--- src/rtl/i2c_target.sv ---
// I2C target byte engine: filtered SCL/SDA, START/STOP detect, 7-bit address match, RX/TX byte handshakes.
// Define I2C_TARGET_STRETCH_EN to hold SCL low while waiting for read data.
module i2c_target #(
    parameter logic [6:0]  Address      = 7'h50,
    parameter int unsigned Filter_Depth = 3,
    parameter int unsigned Hold_Cycles  = 2
) (
    input  logic       ipClk,
    input  logic       ipnReset,
    input  logic       ipSClk,
    output logic       opSClk,
    input  logic       ipData,
    output logic       opData,
    output logic       opSelected,
    output logic       opR_nW,
    output logic       opStart,
    output logic       opStop,
    output logic [7:0] opRxData,
    output logic       opRxValid,
    output logic       opTxReq,
    input  logic [7:0] ipTxData,
    input  logic       ipTxValid,
    output logic       opTxNack
);
    localparam int unsigned CNT_W  = $clog2(Filter_Depth + 1);
    localparam int unsigned HOLD_W = $clog2(Hold_Cycles + 1);

    typedef enum logic [2:0] {
        S_IDLE, S_ADDR, S_ADDR_ACK, S_RX_BYTE, S_RX_ACK, S_TX_LOAD, S_TX_BYTE, S_TX_ACK
    } state_e;

    // Bit 1 carries SCL, bit 0 carries SDA through the input path.
    logic [1:0]       sync1_q, sync2_q, flt_q, flt_d, prev_q;
    logic [CNT_W-1:0] cnt_q [2];
    logic [CNT_W-1:0] cnt_d [2];

    state_e            state_q, state_d;
    logic [2:0]        bit_cnt_q, bit_cnt_d;
    logic [6:0]        shift_q, shift_d;
    logic [7:0]        tx_q, tx_d, rx_data_q, rx_data_d;
    logic              rnw_q, rnw_d, sel_q, sel_d, sda_out_q, sda_out_d;
    logic [HOLD_W-1:0] hold_q, hold_d;
    logic              start_q, start_d, stop_q, stop_d, rx_valid_q, rx_valid_d;
    logic              tx_req_q, tx_req_d, tx_nack_q, tx_nack_d;
    logic              scl_rise, scl_fall, start_det, stop_det, sda_in, drive_bit;
`ifdef I2C_TARGET_STRETCH_EN
    logic              scl_out_q, scl_out_d;
    logic [HOLD_W-1:0] rel_q, rel_d;
`endif

    always_comb begin
        flt_d = flt_q;
        for (int unsigned i = 0; i < 2; i++) begin
            cnt_d[i] = cnt_q[i];
            if (sync2_q[i] == flt_q[i]) begin
                cnt_d[i] = '0;
            end else if (cnt_q[i] == CNT_W'(Filter_Depth - 1)) begin
                flt_d[i] = sync2_q[i];
                cnt_d[i] = '0;
            end else begin
                cnt_d[i] = cnt_q[i] + 1'b1;
            end
        end
    end

    assign scl_rise  =  flt_q[1] & ~prev_q[1];
    assign scl_fall  = ~flt_q[1] &  prev_q[1];
    assign start_det =  prev_q[0] & ~flt_q[0] & flt_q[1] & prev_q[1];
    assign stop_det  = ~prev_q[0] &  flt_q[0] & flt_q[1] & prev_q[1];
    assign sda_in    = flt_q[0];

    always_comb begin
        case (state_q)
            S_ADDR_ACK, S_RX_ACK: drive_bit = 1'b0;
            S_TX_BYTE:            drive_bit = tx_q[7];
            default:              drive_bit = 1'b1;
        endcase
    end

    always_comb begin
        state_d    = state_q;
        bit_cnt_d  = bit_cnt_q;
        shift_d    = shift_q;
        tx_d       = tx_q;
        rx_data_d  = rx_data_q;
        rnw_d      = rnw_q;
        sel_d      = sel_q;
        sda_out_d  = sda_out_q;
        hold_d     = hold_q;
        start_d    = 1'b0;
        stop_d     = 1'b0;
        rx_valid_d = 1'b0;
        tx_req_d   = 1'b0;
        tx_nack_d  = 1'b0;
`ifdef I2C_TARGET_STRETCH_EN
        scl_out_d  = scl_out_q;
        rel_d      = rel_q;
        if (rel_q != '0) begin
            rel_d = rel_q - 1'b1;
            if (rel_q == HOLD_W'(1)) scl_out_d = 1'b1;
        end
`endif
        // SDA only moves when the hold timer armed by an SCL fall expires.
        if (hold_q != '0) begin
            hold_d = hold_q - 1'b1;
            if (hold_q == HOLD_W'(1)) begin
                sda_out_d = drive_bit;
`ifdef I2C_TARGET_STRETCH_EN
                if (state_q == S_TX_BYTE && !scl_out_q) rel_d = HOLD_W'(Hold_Cycles);
`endif
            end
        end

        if (start_det) begin
            start_d   = 1'b1;
            sel_d     = 1'b0;
            sda_out_d = 1'b1;
            hold_d    = '0;
            bit_cnt_d = '0;
            state_d   = S_ADDR;
`ifdef I2C_TARGET_STRETCH_EN
            scl_out_d = 1'b1;
            rel_d     = '0;
`endif
        end else if (stop_det) begin
            stop_d    = 1'b1;
            sel_d     = 1'b0;
            sda_out_d = 1'b1;
            hold_d    = '0;
            state_d   = S_IDLE;
`ifdef I2C_TARGET_STRETCH_EN
            scl_out_d = 1'b1;
            rel_d     = '0;
`endif
        end else begin
            if (scl_fall) hold_d = HOLD_W'(Hold_Cycles);
            case (state_q)
                S_ADDR: if (scl_rise) begin
                    shift_d   = {shift_q[5:0], sda_in};
                    bit_cnt_d = bit_cnt_q + 1'b1;
                    if (bit_cnt_q == 3'd7) begin
                        if (shift_q == Address) begin
                            rnw_d   = sda_in;
                            sel_d   = 1'b1;
                            state_d = S_ADDR_ACK;
                        end else begin
                            state_d = S_IDLE;
                        end
                    end
                end
                S_ADDR_ACK: if (scl_rise) begin
                    bit_cnt_d = '0;
                    if (rnw_q) begin
                        tx_req_d = 1'b1;
                        state_d  = S_TX_LOAD;
                    end else begin
                        state_d  = S_RX_BYTE;
                    end
                end
                S_RX_BYTE: if (scl_rise) begin
                    shift_d   = {shift_q[5:0], sda_in};
                    bit_cnt_d = bit_cnt_q + 1'b1;
                    if (bit_cnt_q == 3'd7) begin
                        rx_data_d  = {shift_q, sda_in};
                        rx_valid_d = 1'b1;
                        state_d    = S_RX_ACK;
                    end
                end
                S_RX_ACK: if (scl_rise) begin
                    bit_cnt_d = '0;
                    state_d   = S_RX_BYTE;
                end
                S_TX_LOAD: begin
`ifdef I2C_TARGET_STRETCH_EN
                    if (scl_fall) begin
                        scl_out_d = 1'b0;
                    end else if (!scl_out_q && ipTxValid) begin
                        tx_d      = ipTxData;
                        bit_cnt_d = '0;
                        hold_d    = HOLD_W'(Hold_Cycles);
                        state_d   = S_TX_BYTE;
                    end
`else
                    if (scl_fall) begin
                        tx_d      = ipTxValid ? ipTxData : 8'hFF;
                        bit_cnt_d = '0;
                        state_d   = S_TX_BYTE;
                    end
`endif
                end
                S_TX_BYTE: begin
                    if (scl_rise) begin
                        bit_cnt_d = bit_cnt_q + 1'b1;
                        if (bit_cnt_q == 3'd7) state_d = S_TX_ACK;
                    end
                    if (scl_fall) tx_d = {tx_q[6:0], 1'b1};
                end
                S_TX_ACK: if (scl_rise) begin
                    if (sda_in) begin
                        tx_nack_d = 1'b1;
                        state_d   = S_IDLE;
                    end else begin
                        tx_req_d  = 1'b1;
                        state_d   = S_TX_LOAD;
                    end
                end
                default: ;
            endcase
        end
    end

    always_ff @(posedge ipClk or negedge ipnReset) begin
        if (!ipnReset) begin
            sync1_q    <= '1;
            sync2_q    <= '1;
            flt_q      <= '1;
            prev_q     <= '1;
            for (int unsigned i = 0; i < 2; i++) cnt_q[i] <= '0;
            state_q    <= S_IDLE;
            bit_cnt_q  <= '0;
            shift_q    <= '0;
            tx_q       <= '1;
            rx_data_q  <= '0;
            rnw_q      <= 1'b0;
            sel_q      <= 1'b0;
            sda_out_q  <= 1'b1;
            hold_q     <= '0;
            start_q    <= 1'b0;
            stop_q     <= 1'b0;
            rx_valid_q <= 1'b0;
            tx_req_q   <= 1'b0;
            tx_nack_q  <= 1'b0;
`ifdef I2C_TARGET_STRETCH_EN
            scl_out_q  <= 1'b1;
            rel_q      <= '0;
`endif
        end else begin
            sync1_q    <= {ipSClk, ipData};
            sync2_q    <= sync1_q;
            flt_q      <= flt_d;
            prev_q     <= flt_q;
            for (int unsigned i = 0; i < 2; i++) cnt_q[i] <= cnt_d[i];
            state_q    <= state_d;
            bit_cnt_q  <= bit_cnt_d;
            shift_q    <= shift_d;
            tx_q       <= tx_d;
            rx_data_q  <= rx_data_d;
            rnw_q      <= rnw_d;
            sel_q      <= sel_d;
            sda_out_q  <= sda_out_d;
            hold_q     <= hold_d;
            start_q    <= start_d;
            stop_q     <= stop_d;
            rx_valid_q <= rx_valid_d;
            tx_req_q   <= tx_req_d;
            tx_nack_q  <= tx_nack_d;
`ifdef I2C_TARGET_STRETCH_EN
            scl_out_q  <= scl_out_d;
            rel_q      <= rel_d;
`endif
        end
    end

`ifdef I2C_TARGET_STRETCH_EN
    assign opSClk = scl_out_q;
`else
    assign opSClk = 1'b1;
`endif
    assign opData     = sda_out_q;
    assign opSelected = sel_q;
    assign opR_nW     = rnw_q;
    assign opStart    = start_q;
    assign opStop     = stop_q;
    assign opRxData   = rx_data_q;
    assign opRxValid  = rx_valid_q;
    assign opTxReq    = tx_req_q;
    assign opTxNack   = tx_nack_q;
endmodule

--- config.mk ---
export PLATFORM = sky130hd
export DESIGN_NAME = i2c_target
export DESIGN_NICKNAME = d
export VERILOG_FILES = /design/src/rtl/i2c_target.sv
export SDC_FILE = /design/constraint.sdc
export NUM_CORES = 1
export LEC_CHECK = 0
export CAP_MARGIN = 10
export CORE_ASPECT_RATIO = 1.4
export CORE_MARGIN = 2
export CORE_UTILIZATION = 58
export DETAILED_ROUTE_END_ITERATION = 12
export PLACE_DENSITY_LB_ADDON = 0.15
export SKIP_CTS_REPAIR_TIMING = 1
export SLEW_MARGIN = 40
export SYNTH_ARGS = -nofsm -noshare
export SYNTH_HDL_FRONTEND = slang
export SYNTH_SLANG_ARGS = --single-unit
--- constraint.sdc ---
create_clock -name ipClk -period 3.9 [get_ports ipClk]
set_clock_uncertainty 0.05 [all_clocks]
set_input_delay 0.78 -clock ipClk [delete_from_list [all_inputs] [get_ports ipClk]]
set_output_delay 0.78 -clock ipClk [all_outputs]
set_load 0.01 [all_outputs]
==> impl_results.md <==
* Status: finished clean
* CP max-delay cell: dfstp_2
* Register clock-pin slew on the reported worst setup and hold paths at approximately 0.080 ns
* Largest net degree at the start of global routing at 52
* GRT met2 Usage at 0.402
* Post-synthesis sequential area ratio at 0.558
* Mapped Nets at between 200 and 250
* Design Area, Final at 0.00271 mm^2
* Period utilisation layout at 0.562
* Hold Fails Final Rpt at 0
* Clk root buf: clkbuf_8
* Least-Margin Pin Slew at slightly above 0.6 ns
* Final WL at around 4.6 mm
* Synth warnings at 0
* Initial antenna violation count at 0
* Clock Latency Late Sink at about 0.31 ns
* CP bufs+invs at 1
* Pre-CTS worst setup slack at roughly 1.8 ns
* Area leader, netlist: dfrtp_1
* Diodes inserted at 0
* Hold/Removal Path Class: register to register
* WHS Path Cells at 0
* Yosys reg bits at just over 50
* Unrepaired setup endpoints after global routing: no
* Synthesized area at about 0.0023 mm^2
* Tot GR Track Use at 0.217
* Core Region at 0.00388 mm^2
* Worst setup SP type: register
* DRT Pass-1 Iters at 4
* Via Count at approximately 1600
* Crit-path leading delay family: flip-flops
* Relative slew slack at 0.591
* Wire per inst at roughly 17 um
* Max incr delay on CP at between 0.5 and 0.6 ns
* Overall Power at approximately 1400 uW
* GR peak layer: met2
* Top Ports at 30
* Yosys top cell area share at 0.366
* CTS Buffer Depth at 2
* DRC viols at 0
* Syn-to-layout area delta at 16.3%
* Layout cell share with drive strength beyond 1 at 0.175
* Distinct cells, synth at 44
* Clock sink count at 51
* Peak supply drop at about 0.43 mV
* Critical Path Fanout Max at 2
* Cell Rows at 27
* Number of max-cap violations at 0
* Routing usage on met3 at 0.0423
* Vias per cell at 5.88
* Fmax at 0.457 GHz
* Total grt overflow at 0
* Setup violations, final at 0
* Iter 0 DRT Violations at 69
* Worst reg2reg path depth at 4
* Cell count along the critical path at 1
* Mean Syn Cell Area at 11.5 um^2
* Worst-path cell chain: clkdlybuf4s50_1
* Final Critical Period at about 2.2 ns
* GR Util met1 at 0.234
* Critical Path End Type: output port
* Die area at roughly 0.0045 mm^2
* Most common cell after layout, fill and taps aside: dfrtp_1
* GP Congestion at around 0.92
* Die width at ~58 um
* Gate Count Post-Synth at 203
* Max Slew Vio Count at 0
* Static leakage at between 0.001 and 0.0015 uW
* Power Density at ~530 mW/mm^2
* Post-DP HPWL at 3.41 mm
* IO buf count at 28
* Setup ws final at ~1.7 ns
* CTS buffer count at 5
* Type of the worst setup path: register to output port
* Area after DPL at ~0.0026 mm^2
* # H-tree levels at 2
* Starting Density at 0.599
* Hold slack at 0.311 ns
* Critical Path AT at roughly 1.4 ns
* Most frequent cells in the layout: dfrtp_1, clkdlybuf4s50_1, nand2_1, dfstp_2, nor2_1
* Final nets at about 240
* CTS tree: built
* Die extent in y at approximately 79 um
* TNS Setup at 0 ns
* Synth area leaders: dfrtp_1, dfstp_2, mux2_2
* First-pass GRT wire length at about 7.4 mm
* Req. time, crit path at a little over 3 ns
* Antenna-violating nets left at 0
* Number of global-route vias before repair at between 1500 and 2000
-- worst paths after layout --
check | from | to | slack, ns
min in group asynchronous | ipnReset | hold_q[1] | 0.43
max in group asynchronous | ipnReset | opRxData[0] | 2.96
setup / recovery | opData | opData | 1.71
hold reg to reg | sync1_q[0] | sync2_q[0] | 0.31
hold / removal | sync1_q[0] | sync2_q[0] | 0.31
setup reg to reg | flt_q[1] | opRxData[1] | 1.80
-- layout make-up --
cell class / instances / area, um^2
Clock inverter: 2 / 37.5
Multi-Input combinational cell: 132 / 932
Tap cell: 43 / 53.8
Timing Repair Buffer: 28 / 278
Fill cell: 307 / 1180
Sequential cell: 51 / 1300
Clock buffer: 6 / 72.6
Inverter: 9 / 33.8
-- sequential cells by signal, indices dropped and copies added, names as in the netlist --
register    cells
opRxValid       1
sync2_q         2
sync1_q         2
tx_q            8
opSelected      1
flt_q           2
opRxData        8
hold_q          2
shift_q         7
opTxNack        1
opStop          1
opR_nW          1
bit_cnt_q       3
state_q         3
cnt_q           4
opStart         1
prev_q          2
opData          1
opTxReq         1
-- cells in the mapped netlist, drive strengths merged --
master / instances
a21boi: 1
nand2b: 3
o221ai: 1
mux2i: 3
mux2: 19
nor3b: 3
clkbuf: 1
nand4: 1
nor4bb: 1
nand2: 17
a31oi: 2
nor2b: 3
dfstp: 17
a41oi: 1
o22a: 1
nand3: 1
a31o: 1
and3: 1
inv: 9
a21oi: 5
o22ai: 3
or2: 2
buf: 10
o21a: 1
o21ai: 9
or3: 1
xnor2: 4
conb: 1
a22o: 1
nor4: 1
xor2: 2
nand3b: 7
dfrtp: 34
nor2: 12
ha: 4
a21o: 2
o211ai: 10
o21bai: 1
nor3: 7
-- through the flow --
step,cells,utilization
floorplan,203,-
global placement,263,0.667
detailed placement,263,0.668
CTS,271,0.696
global route,271,0.696
finish,271,0.696
-- cells by family (layout without fill, tap and decap cells) --
kind of cell / Yosys count / after routing / share of synthesized area
muxes: 22 / 22 / 0.105
and+or+nand+nor: 60 / 60 / 0.139
DFF: 51 / 51 / 0.558
other: 1 / 1 / 0.00161
buffers and inverters: 20 / 45 / 0.0414
adders and majority gates: 4 / 4 / 0.0215
AOI/OAI and AO/OA: 39 / 39 / 0.111
xor gates and xnor gates: 6 / 6 / 0.0226
-- report_power, final --
part           switching (uW)  internal (uW)  total (uW)
combinational             187            164         351
sequential               97.2            627         724
clock                     167            191         358
total                     451            982        1430
-- per-layer routing --
metal | vias to the layer above | wire length, um
li1 | 754 | -
met1 | 790 | 1720
met2 | 42 | 2560
met3 | 8 | 189
met4 | 0 | 93
met5 | - | 0
(Power assumes the default switching activity.)
